`src/rtl/button_press_decoder.sv`:
```
// Classifies debounced button presses as short, long or double and pulses one event per gesture.
// Optional auto-repeat while long-held is enabled with `define BTN_AUTOREPEAT_EN.
module button_press_decoder #(
  parameter int unsigned LONG_CYCLES   = 50_000_000,
  parameter int unsigned GAP_CYCLES    = 12_500_000,
  parameter int unsigned REPEAT_CYCLES = 5_000_000,
  parameter int unsigned CNT_W         = 26
) (
  input  logic       clk,
  input  logic       rst,
  input  logic       clean_in,
  output logic       short_press,
  output logic       long_press,
  output logic       double_press,
  output logic       repeat_pulse,
  output logic       busy,
  output logic [7:0] event_count
);

  typedef enum logic [2:0] {
    S_LOCKOUT,
    S_IDLE,
    S_PRESSED,
    S_LONG_HELD,
    S_WAIT_SECOND,
    S_SECOND_PRESSED
  } state_t;

  localparam longint unsigned CNT_SPAN = 64'd1 << CNT_W;
  localparam logic [CNT_W-1:0] LONG_LAST = CNT_W'(LONG_CYCLES - 1);
  localparam logic [CNT_W-1:0] GAP_LAST  = CNT_W'(GAP_CYCLES - 1);

  if (LONG_CYCLES == 0 || GAP_CYCLES == 0 || REPEAT_CYCLES == 0 ||
      64'(LONG_CYCLES) > CNT_SPAN || 64'(GAP_CYCLES) > CNT_SPAN ||
      64'(REPEAT_CYCLES) > CNT_SPAN) begin : g_bad_params
    $error("button_press_decoder: zero period or CNT_W too narrow");
  end

  state_t           state_q, state_d;
  logic [CNT_W-1:0] timer_q, timer_d, timer_inc;
  logic             short_q, short_d;
  logic             long_q, long_d;
  logic             double_q, double_d;
  logic             repeat_q, repeat_d;
  logic             busy_q, busy_d;
  logic [7:0]       cnt_q, cnt_d;

  assign timer_inc = (timer_q == '1) ? timer_q : timer_q + 1'b1;

  always_comb begin
    state_d  = state_q;
    timer_d  = timer_q;
    short_d  = 1'b0;
    long_d   = 1'b0;
    double_d = 1'b0;
    unique case (state_q)
      S_LOCKOUT: if (!clean_in) state_d = S_IDLE;
      S_IDLE:    if (clean_in) state_d = S_PRESSED;
      S_PRESSED: begin
        timer_d = timer_inc;
        if (!clean_in) begin
          state_d = S_WAIT_SECOND;
        end else if (timer_q == LONG_LAST) begin
          state_d = S_LONG_HELD;
          long_d  = 1'b1;
        end
      end
      S_LONG_HELD: if (!clean_in) state_d = S_IDLE;
      S_WAIT_SECOND: begin
        timer_d = timer_inc;
        if (clean_in) begin
          state_d = S_SECOND_PRESSED;
        end else if (timer_q == GAP_LAST) begin
          state_d = S_IDLE;
          short_d = 1'b1;
        end
      end
      S_SECOND_PRESSED: begin
        timer_d = timer_inc;
        if (!clean_in) begin
          state_d  = S_IDLE;
          double_d = 1'b1;
        end
      end
      default: state_d = S_LOCKOUT;
    endcase
    // Every state change restarts the timer, so no per-transition clears above.
    if (state_d != state_q) timer_d = '0;
    busy_d = (state_d != S_IDLE) && (state_d != S_LOCKOUT);
    cnt_d  = cnt_q + 8'(short_d | long_d | double_d);
  end

`ifdef BTN_AUTOREPEAT_EN
  localparam logic [CNT_W-1:0] REP_LAST = CNT_W'(REPEAT_CYCLES - 1);
  logic [CNT_W-1:0] rep_q, rep_d;

  // Counter is zero whenever not long-held, so the first tick lands REPEAT_CYCLES after long_press.
  always_comb begin
    rep_d    = '0;
    repeat_d = 1'b0;
    if (state_q == S_LONG_HELD && clean_in) begin
      if (rep_q == REP_LAST) begin
        repeat_d = 1'b1;
      end else begin
        rep_d = rep_q + 1'b1;
      end
    end
  end

  always_ff @(posedge clk or posedge rst) begin
    if (rst) rep_q <= '0;
    else     rep_q <= rep_d;
  end
`else
  assign repeat_d = 1'b0;
`endif

  always_ff @(posedge clk or posedge rst) begin
    if (rst) begin
      state_q  <= S_LOCKOUT;
      timer_q  <= '0;
      short_q  <= 1'b0;
      long_q   <= 1'b0;
      double_q <= 1'b0;
      repeat_q <= 1'b0;
      busy_q   <= 1'b0;
      cnt_q    <= '0;
    end else begin
      state_q  <= state_d;
      timer_q  <= timer_d;
      short_q  <= short_d;
      long_q   <= long_d;
      double_q <= double_d;
      repeat_q <= repeat_d;
      busy_q   <= busy_d;
      cnt_q    <= cnt_d;
    end
  end

  assign short_press  = short_q;
  assign long_press   = long_q;
  assign double_press = double_q;
  assign repeat_pulse = repeat_q;
  assign busy         = busy_q;
  assign event_count  = cnt_q;

endmodule

```
`config.mk`:
```
export PLATFORM = sky130hd
export DESIGN_NAME = button_press_decoder
export DESIGN_NICKNAME = d
export VERILOG_FILES = /design/src/rtl/button_press_decoder.sv
export SDC_FILE = /design/constraint.sdc
export NUM_CORES = 1
export LEC_CHECK = 0
export CAP_MARGIN = 10
export CORE_MARGIN = 3
export CORE_UTILIZATION = 40
export DETAILED_ROUTE_END_ITERATION = 8
export SYNTH_ARGS = -nofsm -noshare
export SYNTH_HDL_FRONTEND = slang
export SYNTH_SLANG_ARGS = --single-unit
```
`constraint.sdc`:
```
create_clock -name clk -period 5.5 [get_ports clk]
set_input_delay 0.55 -clock clk [delete_from_list [all_inputs] [get_ports clk]]
set_output_delay 0.55 -clock clk [all_outputs]
set_load 0.01 [all_outputs]
```
==> out/summary.txt <==
most used cell along the critical path = ha_1
Final GP Congestion = 0.859
Root Driver = clkbuf_8
PwrDens = 322 nW/um2
critical path startpoint category = register
Worst Path Arrival = 3.09 ns
Starting Density = 42.6%
worst vdd ir = 142 uV
hold endpoint = event_count[7]
fmax = 345 MHz
Worst Tran Pin Value = 1.16 ns
slew margin rel. = 21.9%
Inserted Clock Buffers = 5
GRT Overall Usage = 17.2%
DR pass1 iterations = 4
clock sink count = 41
Pint = 0.578 mW
htree depth = 2
PortBufs = 14
crit path time final = 2.90 ns
DP Worst Slack = 2.62 ns
hold_buf cts = 0
P_sw = 0.256 mW
WL per Instance = 15.7 um
Buf+Inv Stages, Crit Path = 0
Logic pwr share = 21.3%
max-slew violation count = 0
vias in the first global route = 1727
Post-synth EDFFs = 0
nets = 254
critical path type = register to register
Seq/Total Area, Yosys = 45.7%
number of cells on the critical path = 10
CTS Buffer Depth = 2
Register-to-Register Setup Slack = 2.60 ns
Reg power frac = 44.0%
clock latency on the worst-skew pair = 0.30 ns
post-CTS resize count = 0
Layout area overhead = 15.4%
YS warnings = 0
layout cells sized above 1 = 8.84%
core area = 5270 um2
top cells by area, synth = dfrtp_1 46%, xnor2_1 8.6%, nor2_1 4.2%
RSZ-0062 raised after global routing = false
Reg2Reg Depth = 10
Clock Power Share = 34.7%
Post-synth top flop = dfrtp_1
GR Overflow Total = 0
Hold Worst Slack = 0.474 ns
CTS tree = built
HP Start = event_count[7]
M2 GR Usage = 24.2%
Final Setup Violations = 0
met3 Use GR = 4.21%
ys async rst share = 100%
Lkg Pwr = 0.978 nW
PnR worst setup slack = 2.60 ns
post-synth top area share = 45.7%
Reg-to-Reg End = event_count[6]
Post-Syn Instances = 232
slowest stage delay, CP = 0.67 ns
max-cap violations = 0
RR Startpoint = timer_q[5]
Synth Cell Area = 2240 um2
Top delay family on crit path = simple AND/OR/NAND/NOR gates
CP max stage cell = or4b_2
Ant. Diodes = 0
Max Fanout on Critical Path = 6
clk_skew = 0.00610 ns
Rows = 26
#FFs+latches synth = 41
switching part of the total = 30.7%
post-synth cell types = 50
Post-CTS Setup Repair Bufs = 0
DRT antenna net count = 0
Via density = 5.76
drt first-iter violations = 149
CP required = 5.69 ns
Reg clk slew, reported paths = 0.08 ns
DP Area = 2450 um2
Top Usage Layer GRT = met1
syn nets = 238
fin area = 2590 um2
Sum Neg Setup Slack = 0 ns
hold path depth = 1
via count = 1837
first-pass GRT wire length = 8650 um
cell taking the most area after synthesis = dfrtp_1
Syn Area/Cell = 9.67 um2
Hold Vio Cnt, Final = 0
Die Ht = 80.9 um
commonest non-fill, non-tap cell in the layout = dfrtp_1
largest net degree at the start of global routing = 42
initial antenna violation count = 0
Ports = 16
WL final = 5000 um
die area = 6540 um2
crit-path cells = or4b_2, nor4_1, and2_1, o21ai_0, nand2b_1, ha_1, ha_1, and3_1, nand3_1, xnor2_1
Hold Crit Class = register to register
outcome = finished, final reports clean
most frequent cells in the layout = 41 x dfrtp_1, 25 x nor2_1, 22 x xnor2_1
Tcrit/Tclk final = 52.7%
GRT met1 Usage = 24.6%
CP Capture Type = register
Residual DRC = 0
Final HPWL DP = 3350 um
Die X = 80.9 um
per-stage QoR:
stage,utilization (%),std cells,power [mW]
after CTS,49.1,319,0.842
after global placement,46.6,311,0.555
after detailed placement,46.6,311,0.553
after global routing,49.1,319,0.883
after floorplan,-,232,0.491
final,49.1,319,0.833
logic make-up (layout without fill, tap and decap cells):
| group | Yosys count | in the layout | share of synthesized area, % |
|---|---|---|---|
| simple gates | 102 | 102 | 26.3 |
| compound gates | 44 | 44 | 13.2 |
| flops | 41 | 41 | 45.7 |
| xor+xnor | 25 | 25 | 9.76 |
| buf+inv | 15 | 32 | 2.73 |
| fa+ha+maj | 3 | 3 | 1.67 |
| other cells | 1 | 1 | 0.167 |
| mux | 1 | 1 | 0.446 |
cell usage after synthesis (3+ instances only):
master and number:
a2111oi_0 4, a211oi_1 4, a21oi_1 15, and3_1 4
clkbuf_1 5, dfrtp_1 41, ha_1 3, inv_1 8
nand2_1 11, nand2b_1 3, nand3_1 11, nand4_1 6
nand4b_1 3, nor2_1 25, nor3_1 6, nor4_1 8
o21ai_0 6, or3_1 4, or4_1 4, xnor2_1 22
xor2_1 3
registers in the layout, summed over array words and instances, names as in the netlist:
signal	flops
timer_q	26
state_q	3
busy	1
event_count	8
double_press	1
long_press	1
short_press	1
final cells by class:
cell class / count / area (um2)
fillers: 490 / 2680
multi-input cells: 176 / 1160
flip-flops and latches: 41 / 1030
repair buffers: 16 / 155
well taps: 70 / 87.6
clock buffers: 5 / 68.8
clock inverters: 3 / 65.1
inverters: 8 / 30.0
layer usage:
layer	part of all wire, %	routed length [um]
met4	1.3	63
met2	45	2270
met5	0	0
met3	6.2	311
met1	47	2360
worst register-to-register path, delay by kind of cell, from the launching register on:
kind                     cells  cell delay (ns)
AND/OR/NAND/NOR              6             1.72
flip-flops                   1             0.45
adder cells (fa/ha/maj)      2             0.37
XOR/XNOR                     1             0.14
AO/OA/AOI/OAI                1             0.10
power by group through the flow:
stage | Clock [mW] | Sequential (mW) | Combinational, mW
floorplan | 0 | 0.358 | 0.132
global route | 0.309 | 0.372 | 0.202
global placement | 0 | 0.374 | 0.181
CTS | 0.294 | 0.366 | 0.182
finish | 0.289 | 0.366 | 0.178
detailed placement | 0 | 0.372 | 0.180
worst max-delay path by stage:
stage	endpoint	slack, ns	from
global placement	timer_q[7]	2.69	clean_in
floorplan	event_count[6]	2.91	timer_q[5]
CTS	event_count[6]	2.61	timer_q[5]
detailed placement	event_count[6]	2.62	timer_q[5]
finish	event_count[6]	2.60	timer_q[5]
global route	timer_q[1]	2.32	timer_q[5]
No activity file was read; power rests on OpenSTA's default activity.
